$ cat src/rtl/matrix_wb_seq.sv
// Write-back sequencer: drains a ROWS-word matrix result into data memory one word per cycle,
// with one active job, one pending job, and a stall request raised while the pending slot is full.
module matrix_wb_seq #(
    parameter int XLEN        = 32,
    parameter int ROWS        = 4,
    parameter int ADDR_STRIDE = 4
) (
    input  logic                 clk,
    input  logic                 rst,
    input  logic                 in_valid,
    output logic                 in_ready,
    input  logic [XLEN-1:0]      in_base_addr,
    input  logic [ROWS*XLEN-1:0] in_data,
    output logic                 dmem_wen,
    input  logic                 dmem_ready,
    output logic [XLEN-1:0]      dmem_addr,
    output logic [XLEN-1:0]      dmem_wdata,
    output logic                 stall_req,
    output logic                 done
);

    localparam int IW = $clog2(ROWS);

    localparam logic [0:0] ST_IDLE  = 1'b0;
    localparam logic [0:0] ST_WRITE = 1'b1;

    logic [0:0]           state_reg, state_next;
    logic [IW-1:0]        idx_reg, idx_next;
    logic [XLEN-1:0]      act_base_reg, act_base_next;
    logic [ROWS*XLEN-1:0] act_data_reg, act_data_next;
    logic                 pend_vld_reg, pend_vld_next;
    logic [XLEN-1:0]      pend_base_reg, pend_base_next;
    logic [ROWS*XLEN-1:0] pend_data_reg, pend_data_next;
    logic                 done_reg, done_next;

    logic            accept;
    logic            retire;
    logic            last_retire;
    logic [XLEN-1:0] row_offset;
    logic [XLEN-1:0] act_rows [ROWS];

    // Handshake depends only on registered state, so no combinational path from in_valid.
    assign in_ready    = !pend_vld_reg;
    assign stall_req   = pend_vld_reg;
    assign accept      = in_valid && !pend_vld_reg;
    assign retire      = (state_reg == ST_WRITE) && dmem_ready;
    assign last_retire = retire && (idx_reg == IW'(ROWS - 1));

    for (genvar gi = 0; gi < ROWS; gi++) begin : g_rows
        assign act_rows[gi] = act_data_reg[gi*XLEN +: XLEN];
    end

    // Address arithmetic is done at XLEN width so it wraps naturally past 2^XLEN.
    assign row_offset = XLEN'(idx_reg) * XLEN'(ADDR_STRIDE);

    assign dmem_wen   = (state_reg == ST_WRITE);
    assign dmem_addr  = dmem_wen ? (act_base_reg + row_offset) : '0;
    assign dmem_wdata = dmem_wen ? act_rows[idx_reg] : '0;
    assign done       = done_reg;

    always_comb begin
        state_next     = state_reg;
        idx_next       = idx_reg;
        act_base_next  = act_base_reg;
        act_data_next  = act_data_reg;
        pend_vld_next  = pend_vld_reg;
        pend_base_next = pend_base_reg;
        pend_data_next = pend_data_reg;
        done_next      = last_retire;

        case (state_reg)
            ST_IDLE: begin
                if (accept) begin
                    act_base_next = in_base_addr;
                    act_data_next = in_data;
                    idx_next      = '0;
                    state_next    = ST_WRITE;
                end
            end
            ST_WRITE: begin
                if (last_retire) begin
                    idx_next = '0;
                    if (pend_vld_reg) begin
                        act_base_next = pend_base_reg;
                        act_data_next = pend_data_reg;
                        pend_vld_next = 1'b0;
                    end else if (accept) begin
                        act_base_next = in_base_addr;
                        act_data_next = in_data;
                    end else begin
                        state_next = ST_IDLE;
                    end
                end else begin
                    if (retire) begin
                        idx_next = idx_reg + 1'b1;
                    end
                    if (accept) begin
                        pend_base_next = in_base_addr;
                        pend_data_next = in_data;
                        pend_vld_next  = 1'b1;
                    end
                end
            end
            default: begin
                state_next = ST_IDLE;
                idx_next   = '0;
            end
        endcase
    end

    always_ff @(posedge clk) begin
        if (rst) begin
            state_reg     <= ST_IDLE;
            idx_reg       <= '0;
            act_base_reg  <= '0;
            act_data_reg  <= '0;
            pend_vld_reg  <= 1'b0;
            pend_base_reg <= '0;
            pend_data_reg <= '0;
            done_reg      <= 1'b0;
        end else begin
            state_reg     <= state_next;
            idx_reg       <= idx_next;
            act_base_reg  <= act_base_next;
            act_data_reg  <= act_data_next;
            pend_vld_reg  <= pend_vld_next;
            pend_base_reg <= pend_base_next;
            pend_data_reg <= pend_data_next;
            done_reg      <= done_next;
        end
    end

endmodule
$ cat config.mk
export PLATFORM = sky130hd
export DESIGN_NAME = matrix_wb_seq
export DESIGN_NICKNAME = d
export VERILOG_FILES = /design/src/rtl/matrix_wb_seq.sv
export SDC_FILE = /design/constraint.sdc
export NUM_CORES = 1
export LEC_CHECK = 0
export BUFFER_PORTS_ARGS = -buffer_cell sky130_fd_sc_hd__buf_4
export CAP_MARGIN = 20
export CORE_MARGIN = 10
export CORE_UTILIZATION = 40
export CTS_CLUSTER_DIAMETER = 50
export DETAILED_ROUTE_END_ITERATION = 10
export SETUP_SLACK_MARGIN = 0.3
export SLEW_MARGIN = 20
export SYNTH_ARGS = -nofsm -noshare
export SYNTH_HDL_FRONTEND = slang
export SYNTH_SLANG_ARGS = --single-unit
$ cat constraint.sdc
create_clock -name clk -period 2.89 [get_ports clk]
set_input_delay 0.867 -clock clk [delete_from_list [all_inputs] [get_ports clk]]
set_output_delay 0.867 -clock clk [all_outputs]
set_load 0.05 [all_outputs]
After elaboration in Yosys (flattened, before gate mapping)
Index checks and enable logic that the tools add are counted.
- word-level logic and storage cells: 49
- output and inout bits: 68
- flip-flop bits (word level): 325
- eq/ne operators: 4
- add/sub/neg operators: 2
- order comparisons: 1
- multiplexer cells: 23
- reduce and logical (&&, ||, !) cells: 8
- bitwise operators: 3
- operators by type and width (kind ; number):
    2-to-1 mux 128 bit ; 3
    case mux 128 bit (2 select lines) ; 1
    2-to-1 mux 32 bit ; 7
    binary-select mux 32 bit (select 2 bit) ; 1
    case mux 32 bit (2 select lines) ; 1
    adder 32 x 4 -> 32 bit ; 1
    2-to-1 mux 2 bit ; 3
    2-to-1 mux 1 bit ; 5
    case mux 2 bit (2 select lines) ; 1
    AND reduction 2 bit ; 2
    >= comparator 3 bit (second input constant) ; 1
    logical AND 1 bit ; 3
    != test 3 x 1 -> 1 bit (second input constant) ; 1
    NOT 2 -> 3 bit ; 1
    AND reduction 3 bit ; 1
    adder 2 x 1 -> 2 bit (second input constant) ; 1
    equality test 2 bit (second input constant) ; 1
    != test 2 x 1 -> 1 bit (second input constant) ; 1
    != test 2 bit (second input constant) ; 1
    NOT 1 bit ; 2
    case mux 1 bit (2 select lines) ; 1
    nonzero test 2 bit ; 1
    logical NOT 1 bit ; 1

Depth between registers and ports, before layout
Gate-level depths: netlist of run 1.
- depth after elaboration: 6
- mapped depth: 8
- gate-level depth less buffers: 6

Worst setup path before layout of run 1
No wires, ideal clock.
- path kind: reg-to-output
- start point: reg idx_reg[0]
- end point: out dmem_addr[28]
- path slack: -0.415 ns
- path buffers: 1
- stages on the path, launching flop included: 8
- data arrival time: 2.438 ns
- required time: 2.023 ns
- path through: dfxtp_1 > ha_1 > fa_1 > and2_2 > nand3_1 > buf_6 > nor4_1 > mux2i_1
- word-level cells in the longest chain between the ends: 2
- ends and longest elaborated chain (item ; RTL line ; text):
    start, declared ; 28 ; logic [IW-1:0] idx_reg, idx_next;
    start signal, assigned ; 123 ; idx_reg <= idx_next;
    adder 32 x 4 -> 32 bit ; 57 ; assign dmem_addr = dmem_wen ? (act_base_reg + row_offset) : '0;
    2-to-1 mux 32 bit ; 57 ;
    end, declared ; 16 ; output logic [XLEN-1:0] dmem_addr,
Every way passes these cells.

Worst setup path after layout of run 1
- start point: reg act_base_reg[3]
- end point: out dmem_addr[23]
- word-level cells in the longest chain between the ends: 2
- ends and longest elaborated chain (item ; RTL line ; text):
    start, declared ; 29 ; logic [XLEN-1:0] act_base_reg, act_base_next;
    start signal, assigned ; 124 ; act_base_reg <= act_base_next;
    adder 32 x 4 -> 32 bit ; 57 ;
    2-to-1 mux 32 bit ; 57 ;
Every way passes these cells.

==> summary.md, run 1 <==
| Metric | Value |
|---|---|
| Area of the multi-input gates | `8250 sq um` |
| Count of final hold-check violations | `0` |
| Max-Cap Viols | `0` |
| DRT iter0 DRCs | `918` |
| Root buffer cell | `clkbuf_16` |
| Wire per inst | `20.5 um` |
| Fraction of layout cells with a size suffix above 1 | `38.6%` |
| Power Dens Cells | `619 nW/um^2` |
| Syn_area_per_cell | `8.36 sq um` |
| Layout Nets | `2012` |
| Most frequent CP cell | `buf_6` |
| Worst hold path class | `register to register` |
| Layout Skew | `12.7 ps` |
| Slew HR | `24.2%` |
| Most common cell after layout, fill and taps aside | `dfxtp_1` |
| Seq cells post-synth | `325` |
| Critical Path End Type | `primary output` |
| Worst hold path cell count | `2` |
| Seq/Total Area, Yosys | `47.1%` |
| Vias in the first global route | `12300` |
| Crit path max-delay cell type | `or4_4` |
| Critical-path cell list | `ha_4, a21o_1, nand4_1, buf_6, buf_6, or4_4, a21oi_4, buf_6` |
| Worst-Margin Slew | `1140 ps` |
| Initial Util | `40.3%` |
| Post-Synthesis Cells | `1654` |
| Initial antenna violation count | `7` |
| Die area | `42400 sq um` |
| TritonCTS buffer count | `38` |
| Slowest Stage Delay on Critical Path | `430 ps` |
| Pre-Repair DR Iteration Count | `5` |
| Final cycle utilization of the critical path | `116%` |
| Row Count | `68` |
| Fin worst setup slack | `-468 ps` |
| Setup TNS | `-13090 ps` |
| Crit path required time | `2020 ps` |
| Dpl hpwl | `30.1 mm` |
| Vias per cell | `5.66` |
| Clock sink total | `325` |
| All-Layer GR Usage | `21.0%` |
| IO Count | `232` |
| CTS max path bufs | `3` |
| Core Area | `34300 sq um` |
| Placed cell areas | `16400 sq um` |
| Lkg Pwr | `0.00758 uW` |
| Global-route wire length before repair | `71.4 mm` |
| Via count | `13200` |
| Unrepaired setup endpoints after global routing | `yes` |
| Fillers | `2988` |
| RD Place Congestion | `0.822` |
| Total power | `12200 uW` |
| TritonCTS clock tree | `built` |
| Die Ht | `206 um` |
| Worst IR Drop VDD | `426 uV` |
| Port Buffers | `231` |
| Largest net degree at the start of global routing | `118` |
| Place WS | `36.7 ps` |
| Commonest non-fill, non-tap cells in the layout | `dfxtp_1 (309), nand2_1 (228), buf_4 (207), nor2_1 (162)` |
| Syn-to-layout area delta | `42.8%` |
| Skew-Pair Late Insertion Delay | `520 ps` |
| Worst-path clk slew | `60 ps` |
| WP data arrival | `2490 ps` |
| Synth Cell Area | `13800 sq um` |
| Achievable Freq | `0.298 GHz` |
| Synth Warn # | `0` |
| Logic depth of the worst register-to-register path | `12` |
| Synth cell types | `46` |
| Remaining Overflow, GRT | `0` |
| Mapped Nets | `1822` |
| Crit path launch type | `register` |
| Outcome | `complete, but fails checks` |
| CTS H-tree lvls | `2` |
| Final instance area | `19700 sq um` |
| Die Width | `206 um` |
| Final Hold Slack | `453 ps` |
| Register area | `6540 sq um` |
| Violated checks | `setup timing` |
| Routed WL | `47.7 mm` |
| Min Tclk post-route | `3360 ps` |
| Final ANT Viol Nets | `0` |
| CP Max Fanout | `6` |
| Slew Viols, Final | `0` |
| # setup viols final | `57` |
| Crit Path Class | `register to primary output` |
| DRC | `0` |
==> critical path: cells and delay by family (launching register included) <==
| family | cells | cell delay (ps) |
|---|---|---|
| compound gates | 2 | 270 |
| fa+ha+maj | 1 | 250 |
| buf+inv | 3 | 510 |
| flops | 1 | 340 |
| simple gates | 2 | 610 |
==> logic make-up after synthesis <==
kind of cell	share of synthesized area, %
and+or+nand+nor	17.9
AOI/OAI and AO/OA	23.6
DFF	47.1
buffers and inverters	4.99
muxes	5.43
xor gates and xnor gates	0.570
adders and majority gates	0.416
==> synthesized netlist by cell type (all sizes together) <==
cell type  instances  area share, %
buf               35            1.3
dfxtp            325             47
mux4              32            5.2
and2              38            1.7
a211oi           160            8.7
nor3               1          0.036
clkbuf           125            3.5
xnor2              2           0.13
o22ai            160            7.2
nand4              7           0.36
a21o               1          0.054
nand3              9           0.36
or4               11           0.62
or3                6           0.27
a311oi             1          0.063
nor3b              1          0.054
clkinv             1          0.027
nand2b             4           0.18
a21oi            179            6.5
nor4               3           0.14
a32oi              1          0.063
xor2               7           0.44
nor2             172            4.7
a21bo              1          0.072
a21boi             2           0.11
fa                 1           0.14
o31ai             10           0.54
and3               2          0.091
o21ai              6           0.22
ha                 3           0.27
mux2i              3           0.22
and4               3           0.22
nand2            336            9.1
nor2b              1          0.045
a31oi              1          0.045
inv                4           0.11
==> final cells by class <==
| cell class | instances | share of cell area (%) |
|---|---|---|
| antenna | 2 | 0.0254 |
| sequential | 325 | 33.2 |
| clock buffer | 55 | 5.66 |
| tap | 455 | 2.89 |
| multi-input combinational | 1165 | 41.8 |
| clock inverter | 14 | 0.996 |
| inverter | 5 | 0.101 |
| timing repair buffer | 309 | 15.4 |
==> where the power goes <==
part           switching, uW  internal (uW)  leakage [uW]  total [uW]
sequential               242           4820       0.00267        5060
clock                   1920           3060      0.000640        4990
combinational           1250            918       0.00426        2170
==> through the flow <==
step,instances,util [%]
after global routing,2330,57.5
after CTS,2322,54.2
after floorplan,1654,-
final,2330,57.5
after global placement,2227,47.9
after detailed placement,2227,47.9
==> metal layers <==
layer / wire length (um) / up-vias / GRT usage, % / share of wire (%)
li1: - / 6321 / - / -
met1: 22000 / 6411 / 30.3 / 46
met2: 21500 / 378 / 30.8 / 45
met3: 3180 / 68 / 4.67 / 6.7
met4: 973 / 8 / 5.68 / 2.0
met5: 61 / - / 0 / 0.13
==> worst paths after layout <==
kind / start / end / slack [ps]
min: pend_data_reg[76]$_SDFFE_PP0P_ / pend_data_reg[76]$_SDFFE_PP0P_ / 450
max reg2reg: idx_reg[0]$_SDFFE_PP0P_ / pend_data_reg[26]$_SDFFE_PP0P_ / 20
min reg2reg: pend_data_reg[76]$_SDFFE_PP0P_ / pend_data_reg[76]$_SDFFE_PP0P_ / 450
max: act_base_reg[3]$_SDFFE_PP0P_ / dmem_addr[23] / -470
==> timing repair <==
action / in CTS / in global routing
pin swaps: 21 / 123
gates resized for setup: 152 / 295
cloned: 7 / 0
setup buffers: 19 / 6
hold buffers: 0 / 0
endpoints found under the setup margin: 61 / 127
Note: power is estimated with default switching activity, not from simulation.
==> inputs of run 2 (changes only) <==
Settings changed: ABC_AREA from default to 1.
==> summary.md, run 2 <==
| Metric | Value |
|---|---|
| Slew Viols, Final | `0 (unchanged)` |
| Fillers | `3329 (was 2988)` |
| Max-Cap Viols | `0 (unchanged)` |
| Skew-Pair Late Insertion Delay | `550 ps (was 520 ps)` |
| Cell with the most instances after synthesis | `a21oi_1 (was nand2_1)` |
| Min Tclk post-route | `3060 ps (was 3360 ps)` |
| Number of antenna diodes | `0 (was 2)` |
| Critical-path cell list | `buf_12, clkinvlp_4, buf_6, clkbuf_16, o21ai_1, a21oi_2, buf_6 (was ha_4, a21o_1, nand4_1, buf_6, buf_6, or4_4, a21oi_4, buf_6)` |
| Vias in the first global route | `14400 (was 12300)` |
| Seq/Total Area, Yosys | `44.5% (was 47.1%)` |
| Placed cell areas | `16900 sq um (was 16400 sq um)` |
| Critical Path End Type | `primary output (unchanged)` |
| Leading area contributor after synthesis | `dfxtp_1 (unchanged)` |
| Post-Synthesis Cells | `1960 (was 1654)` |
| Routed WL | `56.2 mm (was 47.7 mm)` |
| Worst path bufs/invs | `5 (was 3)` |
| Outcome | `complete, but fails checks (unchanged)` |
| Seq cells post-synth | `325 (unchanged)` |
| WP data arrival | `2200 ps (was 2490 ps)` |
| TritonCTS buffer count | `40 (was 38)` |
| Hold_sp | `pend_base_reg[1]$_SDFFE_PP0P_ (was pend_data_reg[76]$_SDFFE_PP0P_)` |
| Synth cell types | `27 (was 46)` |
| Layout Skew | `22.8 ps (was 12.7 ps)` |
| TritonCTS clock tree | `built (unchanged)` |
| Crit path max-delay cell type | `dfxtp_4 (was or4_4)` |
| Core Area | `35800 sq um (was 34300 sq um)` |
| Most common cell after layout, fill and taps aside | `a21oi_1 (was dfxtp_1)` |
| Lkg Pwr | `0.00731 uW (was 0.00758 uW)` |
| # setup viols final | `48 (was 57)` |
| Pre-Repair DR Iteration Count | `5 (unchanged)` |
| Synth Warn # | `0 (unchanged)` |
| RR Startpoint | `idx_reg[1]$_SDFFE_PP0P_ (was idx_reg[0]$_SDFFE_PP0P_)` |
| Wire per inst | `21.5 um (was 20.5 um)` |
| Yosys top cell area share | `44.5% (was 47.1%)` |
| Crit Path Class | `register to primary output (unchanged)` |
| IO Count | `232 (unchanged)` |
| Final ANT Viol Nets | `0 (unchanged)` |
| Power Dens Cells | `645 nW/um^2 (was 619 nW/um^2)` |
| Unrepaired setup endpoints after global routing | `yes (unchanged)` |
| Count of final hold-check violations | `0 (unchanged)` |
| Dominant cells by area after synthesis | `dfxtp_1 (45%), a21oi_1 (12%), o21a_1 (8.3%) (was dfxtp_1 (47%), nand2_1 (9.1%), a211oi_1 (8.7%))` |
| Initial Util | `40.8% (was 40.3%)` |
| Largest net degree at the start of global routing | `161 (was 118)` |
| Worst IR Drop VDD | `415 uV (was 426 uV)` |
| Port Buffers | `231 (unchanged)` |
| Slowest Stage Delay on Critical Path | `370 ps (was 430 ps)` |
| Post-synth EDFFs | `0 (unchanged)` |
| DRC | `0 (unchanged)` |
| Via count | `15100 (was 13200)` |
| Violated checks | `setup timing (unchanged)` |
| Fin util | `55.3% (was 57.5%)` |
| Final Hold Slack | `461 ps (was 453 ps)` |
| Cell family with most CP delay | `buffers and inverters (was simple AND/OR/NAND/NOR gates)` |
| Crit path required time | `2020 ps (about the same)` |
| Mapped Nets | `2128 (was 1822)` |
| Row Count | `69 (was 68)` |
| Synth async-reset ratio | `0% (unchanged)` |
| Syn-to-layout area delta | `35.6% (was 42.8%)` |
| CP Max Fanout | `10 (was 6)` |
| Initial antenna violation count | `1 (was 7)` |
| RD Place Congestion | `0.914 (was 0.822)` |
| Synth top cells by count | `a21oi_1 (361), dfxtp_1 (325), nand2_1 (260) (was nand2_1 (336), dfxtp_1 (325), a21oi_1 (178))` |
| CTS Hold Bufs | `0 (unchanged)` |
| Worst-Margin Slew | `845 ps (was 1140 ps)` |
| Crit path launch type | `register (unchanged)` |
| Die Ht | `211 um (was 206 um)` |
| Fin worst setup slack | `-174 ps (was -468 ps)` |
| Most frequent CP cell | `buf_6 (unchanged)` |
| Worst-path clk slew | `60 ps (about the same)` |
| Commonest non-fill, non-tap cells in the layout | `a21oi_1 (328), dfxtp_1 (308), nand2_1 (245), buf_4 (206), nand3_1 (172) (was dfxtp_1 (309), nand2_1 (228), buf_4 (207), nor2_1 (162))` |
| Syn_area_per_cell | `7.46 sq um (was 8.36 sq um)` |
| Achievable Freq | `0.326 GHz (was 0.298 GHz)` |
| Final cycle utilization of the critical path | `106% (was 116%)` |
| Root buffer cell | `clkbuf_16 (unchanged)` |
| Final instance area | `19800 sq um (was 19700 sq um)` |
| CTS max path bufs | `3 (unchanged)` |
| Slew HR | `43.7% (was 24.2%)` |
| Worst hold path class | `register to register (unchanged)` |
| Layout Nets | `2286 (was 2012)` |
| Place WS | `164 ps (was 36.7 ps)` |
| Vias per cell | `5.79 (was 5.66)` |
| Placed insts | `2511 (was 2227)` |
| Top_reg_cell synth | `dfxtp_1 (unchanged)` |
| Die area | `44600 sq um (was 42400 sq um)` |
| Dpl hpwl | `35.9 mm (was 30.1 mm)` |
| Remaining Overflow, GRT | `0 (unchanged)` |
| Clock sink total | `325 (unchanged)` |
| All-Layer GR Usage | `23.5% (was 21.0%)` |
| CTS H-tree lvls | `2 (unchanged)` |
| Finished Layout Cells | `2611 (was 2330)` |
| CP Launch Point | `idx_reg[0]$_SDFFE_PP0P_ (was act_base_reg[3]$_SDFFE_PP0P_)` |
| Die Width | `211 um (was 206 um)` |
| Global-route wire length before repair | `84.1 mm (was 71.4 mm)` |
| Synth Cell Area | `14600 sq um (was 13800 sq um)` |
| DRT iter0 DRCs | `1365 (was 918)` |
| Fraction of layout cells with a size suffix above 1 | `27.5% (was 38.6%)` |
[run 2: cell types whose count changed after synthesis, sizes merged, moves of 35 or more]
cell    change
a21oi     +183
nand3     +165
o21a      +161
a211oi    -159
nand2      -73
o21ai      +67
buf        +61
and2       -38
clkbuf     -37
inv        +35
[run 2: per-stage QoR]
step / power, uW / setup TNS (ps)
floorplan: 6430 / 0
global placement: 7240 / 0
detailed placement: 7270 / 0
CTS: 12600 / -4340
global route: 13300 / -7200
finish: 12800 / -3330
[run 2: logic make-up after synthesis]
kind of cell             count (synthesis)  share of synthesized area (%)
adder cells (fa/ha/maj)                  4                          0.394
AND/OR/NAND/NOR                        647                           18.4
AO/OA/AOI/OAI                          758                           30.2
XOR/XNOR                                 3                          0.180
buffers and inverters                  223                           6.34
flip-flops                             325                           44.5
[run 2: layer usage]
layer  vias up  global-route usage [%]  part of all wire [%]
met5         -                       0                 0.018
met1      7239                    32.1                    44
met3        83                    5.01                   8.3
met2       611                    36.7                    46
met4         2                    6.54                   2.4
li1       7187                       -                     -
[run 2: area by class of cell]
| class | instances | area, sq um | share of cell area, % |
|---|---|---|---|
| Tap cell | 461 | 577 | 2.91 |
| Clock inverter | 17 | 215 | 1.09 |
| Timing Repair Buffer | 300 | 2960 | 14.9 |
| Sequential cell | 325 | 6540 | 33.0 |
| Inverter | 39 | 163 | 0.821 |
| Multi-Input combinational cell | 1412 | 8190 | 41.3 |
| Clock buffer | 57 | 1170 | 5.93 |
[run 2: power by group]
part / internal (uW) / switching [uW] / leakage (uW) / total, uW
Clock: 3140 / 2090 / 0.000683 / 5230
Sequential: 4830 / 296 / 0.00267 / 5130
Combinational: 937 / 1500 / 0.00395 / 2430
[run 2: worst min-delay path, cell delays in order, from the launching register on]
cell     delay (ps)
dfxtp_1         300
nand2_1          60
a21oi_1          50
[run 2: final timing paths]
check	to	slack, ps	cells past startpoint
setup / recovery	dmem_wdata[13]	-170	7
hold / removal	pend_base_reg[1]$_SDFFE_PP0P_	460	2
setup reg to reg	act_data_reg[95]$_SDFFE_PP0P_	420	9
hold reg to reg	pend_base_reg[1]$_SDFFE_PP0P_	460	2
[run 2: repair_timing]
action / CTS / global route
pin swaps: 40 / 66
cloned: 2 / 8
setup buffers: 7 / 8
setup endpoints to repair: 154 / 61
gates resized for setup: 157 / 231
==> inputs of run 3 (changes only) <==
Settings changed: CAP_MARGIN 20 to 30, CTS_BUF_LIST from default to sky130_fd_sc_hd__clkbuf_16.
==> summary.md, run 3 (synthesized netlist as in run 2, its figures left out) <==
| Metric | Value |
|---|---|
| Violated checks | `setup timing (unchanged)` |
| Final cycle utilization of the critical path | `106% (about the same)` |
| Most common cell after layout, fill and taps aside | `a21oi_1 (unchanged)` |
| Place WS | `158 ps (was 164 ps)` |
| TritonCTS buffer count | `40 (unchanged)` |
| Root buffer cell | `clkbuf_16 (unchanged)` |
| TritonCTS clock tree | `built (unchanged)` |
| Clock sink total | `325 (unchanged)` |
| Achievable Freq | `0.328 GHz (was 0.326 GHz)` |
| Crit path required time | `2020 ps (about the same)` |
| CTS H-tree lvls | `2 (unchanged)` |
| DRT iter0 DRCs | `1314 (was 1365)` |
| Min Tclk post-route | `3050 ps (was 3060 ps)` |
| Crit path launch type | `register (unchanged)` |
| Setup TNS | `-3710 ps (was -3330 ps)` |
| Port Buffers | `231 (unchanged)` |
| Final ANT Viol Nets | `0 (unchanged)` |
| Dpl hpwl | `36.1 mm (was 35.9 mm)` |
| # setup viols final | `47 (was 48)` |
| Vias per cell | `5.78 (was 5.79)` |
| Via count | `15000 (was 15100)` |
| Syn-to-layout area delta | `29.4% (was 35.6%)` |
| Row Count | `69 (unchanged)` |
| Layout Nets | `2269 (was 2286)` |
| CTS max path bufs | `3 (unchanged)` |
| Die area | `44600 sq um (unchanged)` |
| Core Area | `35800 sq um (unchanged)` |
| Routed WL | `54.8 mm (was 56.2 mm)` |
| Vias in the first global route | `14200 (was 14400)` |
| Remaining Overflow, GRT | `0 (unchanged)` |
| Worst IR Drop VDD | `460 uV (was 415 uV)` |
| Fraction of layout cells with a size suffix above 1 | `23.3% (was 27.5%)` |
| Largest net degree at the start of global routing | `161 (unchanged)` |
| All-Layer GR Usage | `23.5% (about the same)` |
| WP data arrival | `2180 ps (was 2200 ps)` |
| Outcome | `complete, but fails checks (unchanged)` |
| CP Max Fanout | `42 (was 10)` |
| Number of antenna diodes | `0 (unchanged)` |
| Pre-Repair DR Iteration Count | `8 (was 5)` |
| Lkg Pwr | `0.00702 uW (was 0.00731 uW)` |
| Commonest non-fill, non-tap cells in the layout | `a21oi_1 (330), dfxtp_1 (305), nand2_1 (239), buf_4 (211), nand3_1 (172) (was a21oi_1 (328), dfxtp_1 (308), nand2_1 (245), buf_4 (206), nand3_1 (172))` |
| Die Ht | `211 um (unchanged)` |
| Worst-Margin Slew | `821 ps (was 845 ps)` |
| Worst-path clk slew | `60 ps (about the same)` |
| Logic depth of the worst register-to-register path | `9 (unchanged)` |
| Initial Util | `40.8% (unchanged)` |
| Die Width | `211 um (unchanged)` |
| Crit Path Class | `register to primary output (unchanged)` |
| Critical Path End Type | `primary output (unchanged)` |
| IO Count | `232 (unchanged)` |
| Skew-Pair Late Insertion Delay | `540 ps (was 550 ps)` |
| Worst hold path class | `register to register (unchanged)` |
| Count of final hold-check violations | `0 (unchanged)` |
| Global-route wire length before repair | `83.8 mm (was 84.1 mm)` |
| Power Dens Cells | `639 nW/um^2 (was 645 nW/um^2)` |
| Slew HR | `45.2% (was 43.7%)` |
| CTS Hold Bufs | `0 (unchanged)` |
| Worst hold path cell count | `2 (unchanged)` |
| Unrepaired setup endpoints after global routing | `yes (unchanged)` |
| Fin worst setup slack | `-161 ps (was -174 ps)` |
| Layout Skew | `19.3 ps (was 22.8 ps)` |
| RD Place Congestion | `0.914 (unchanged)` |
| DRC | `0 (unchanged)` |
| Total power | `12100 uW (was 12800 uW)` |
| Wire per inst | `21.2 um (was 21.5 um)` |
| Initial antenna violation count | `0 (was 1)` |
| Slew Viols, Final | `0 (unchanged)` |
| Max-Cap Viols | `0 (unchanged)` |
run 3: changes by cell type in the layout (fill, tap and decap cells not counted), sizes merged:
cell    change
clkbuf     -21
inv         +7
clkinv      +5
bufinv      -1
buf        -12
run 3: through the flow:
step	std cells	hold WS [ps]	instance area [sq um]	util, %
2_1_floorplan	1960	435	14800	-
3_3_place_gp	2511	441	16900	47.1
3_5_place_dp	2512	448	16900	47.1
4_1_cts	2588	461	18700	52.2
5_1_grt	2589	472	18900	52.8
6_report	2589	461	18900	52.8
run 3: layout make-up:
class	count	area, sq um
Clock buffer	41	1030
Clock inverter	28	204
Fill cell	3402	16900
Inverter	39	166
Multi-Input combinational cell	1412	7770
Sequential cell	325	6550
Tap cell	461	577
Timing Repair Buffer	283	2630
run 3: worst max-delay path, stage by stage (launching register included):
cell	delay (ps)
dfxtp_4	360
buf_6	150
inv_1	180
buf_12	230
o21ai_0	180
a21oi_1	260
buf_4	250
run 3: routing by layer:
| metal | routed length [um] | track usage (%) | share of wire, % | up-vias |
|---|---|---|---|---|
| met5 | 0 | 0 | 0 | - |
| met4 | 1580 | 7.57 | 2.9 | 0 |
| met3 | 4100 | 4.26 | 7.5 | 84 |
| met2 | 24700 | 36.2 | 45 | 602 |
| met1 | 24400 | 32.5 | 44 | 7136 |
| li1 | - | - | - | 7155 |
run 3: power by group:
| group | total [uW] | switching (uW) | internal, uW |
|---|---|---|---|
| Combinational | 2240 | 1410 | 833 |
| Sequential | 5090 | 263 | 4830 |
| Clock | 4760 | 1990 | 2760 |
| Total | 12100 | 3670 | 8430 |
run 3: final timing paths:
kind	from	to	slack, ps
worst max-delay path	idx_reg[0]$_SDFFE_PP0P_	dmem_wdata[4]	-160
worst max register to register	idx_reg[1]$_SDFFE_PP0P_	act_data_reg[50]$_SDFFE_PP0P_	470
worst min register to register	pend_data_reg[13]$_SDFFE_PP0P_	pend_data_reg[13]$_SDFFE_PP0P_	460
worst min-delay path	pend_data_reg[13]$_SDFFE_PP0P_	pend_data_reg[13]$_SDFFE_PP0P_	460
run 3: what timing repair did:
| item | CTS | global route |
|---|---|---|
| setup endpoints to repair | 61 | 61 |
| pin swaps | 28 | 27 |
| gates cloned | 2 | 0 |
| buffers inserted | 5 | 1 |
| gates resized for setup | 160 | 74 |
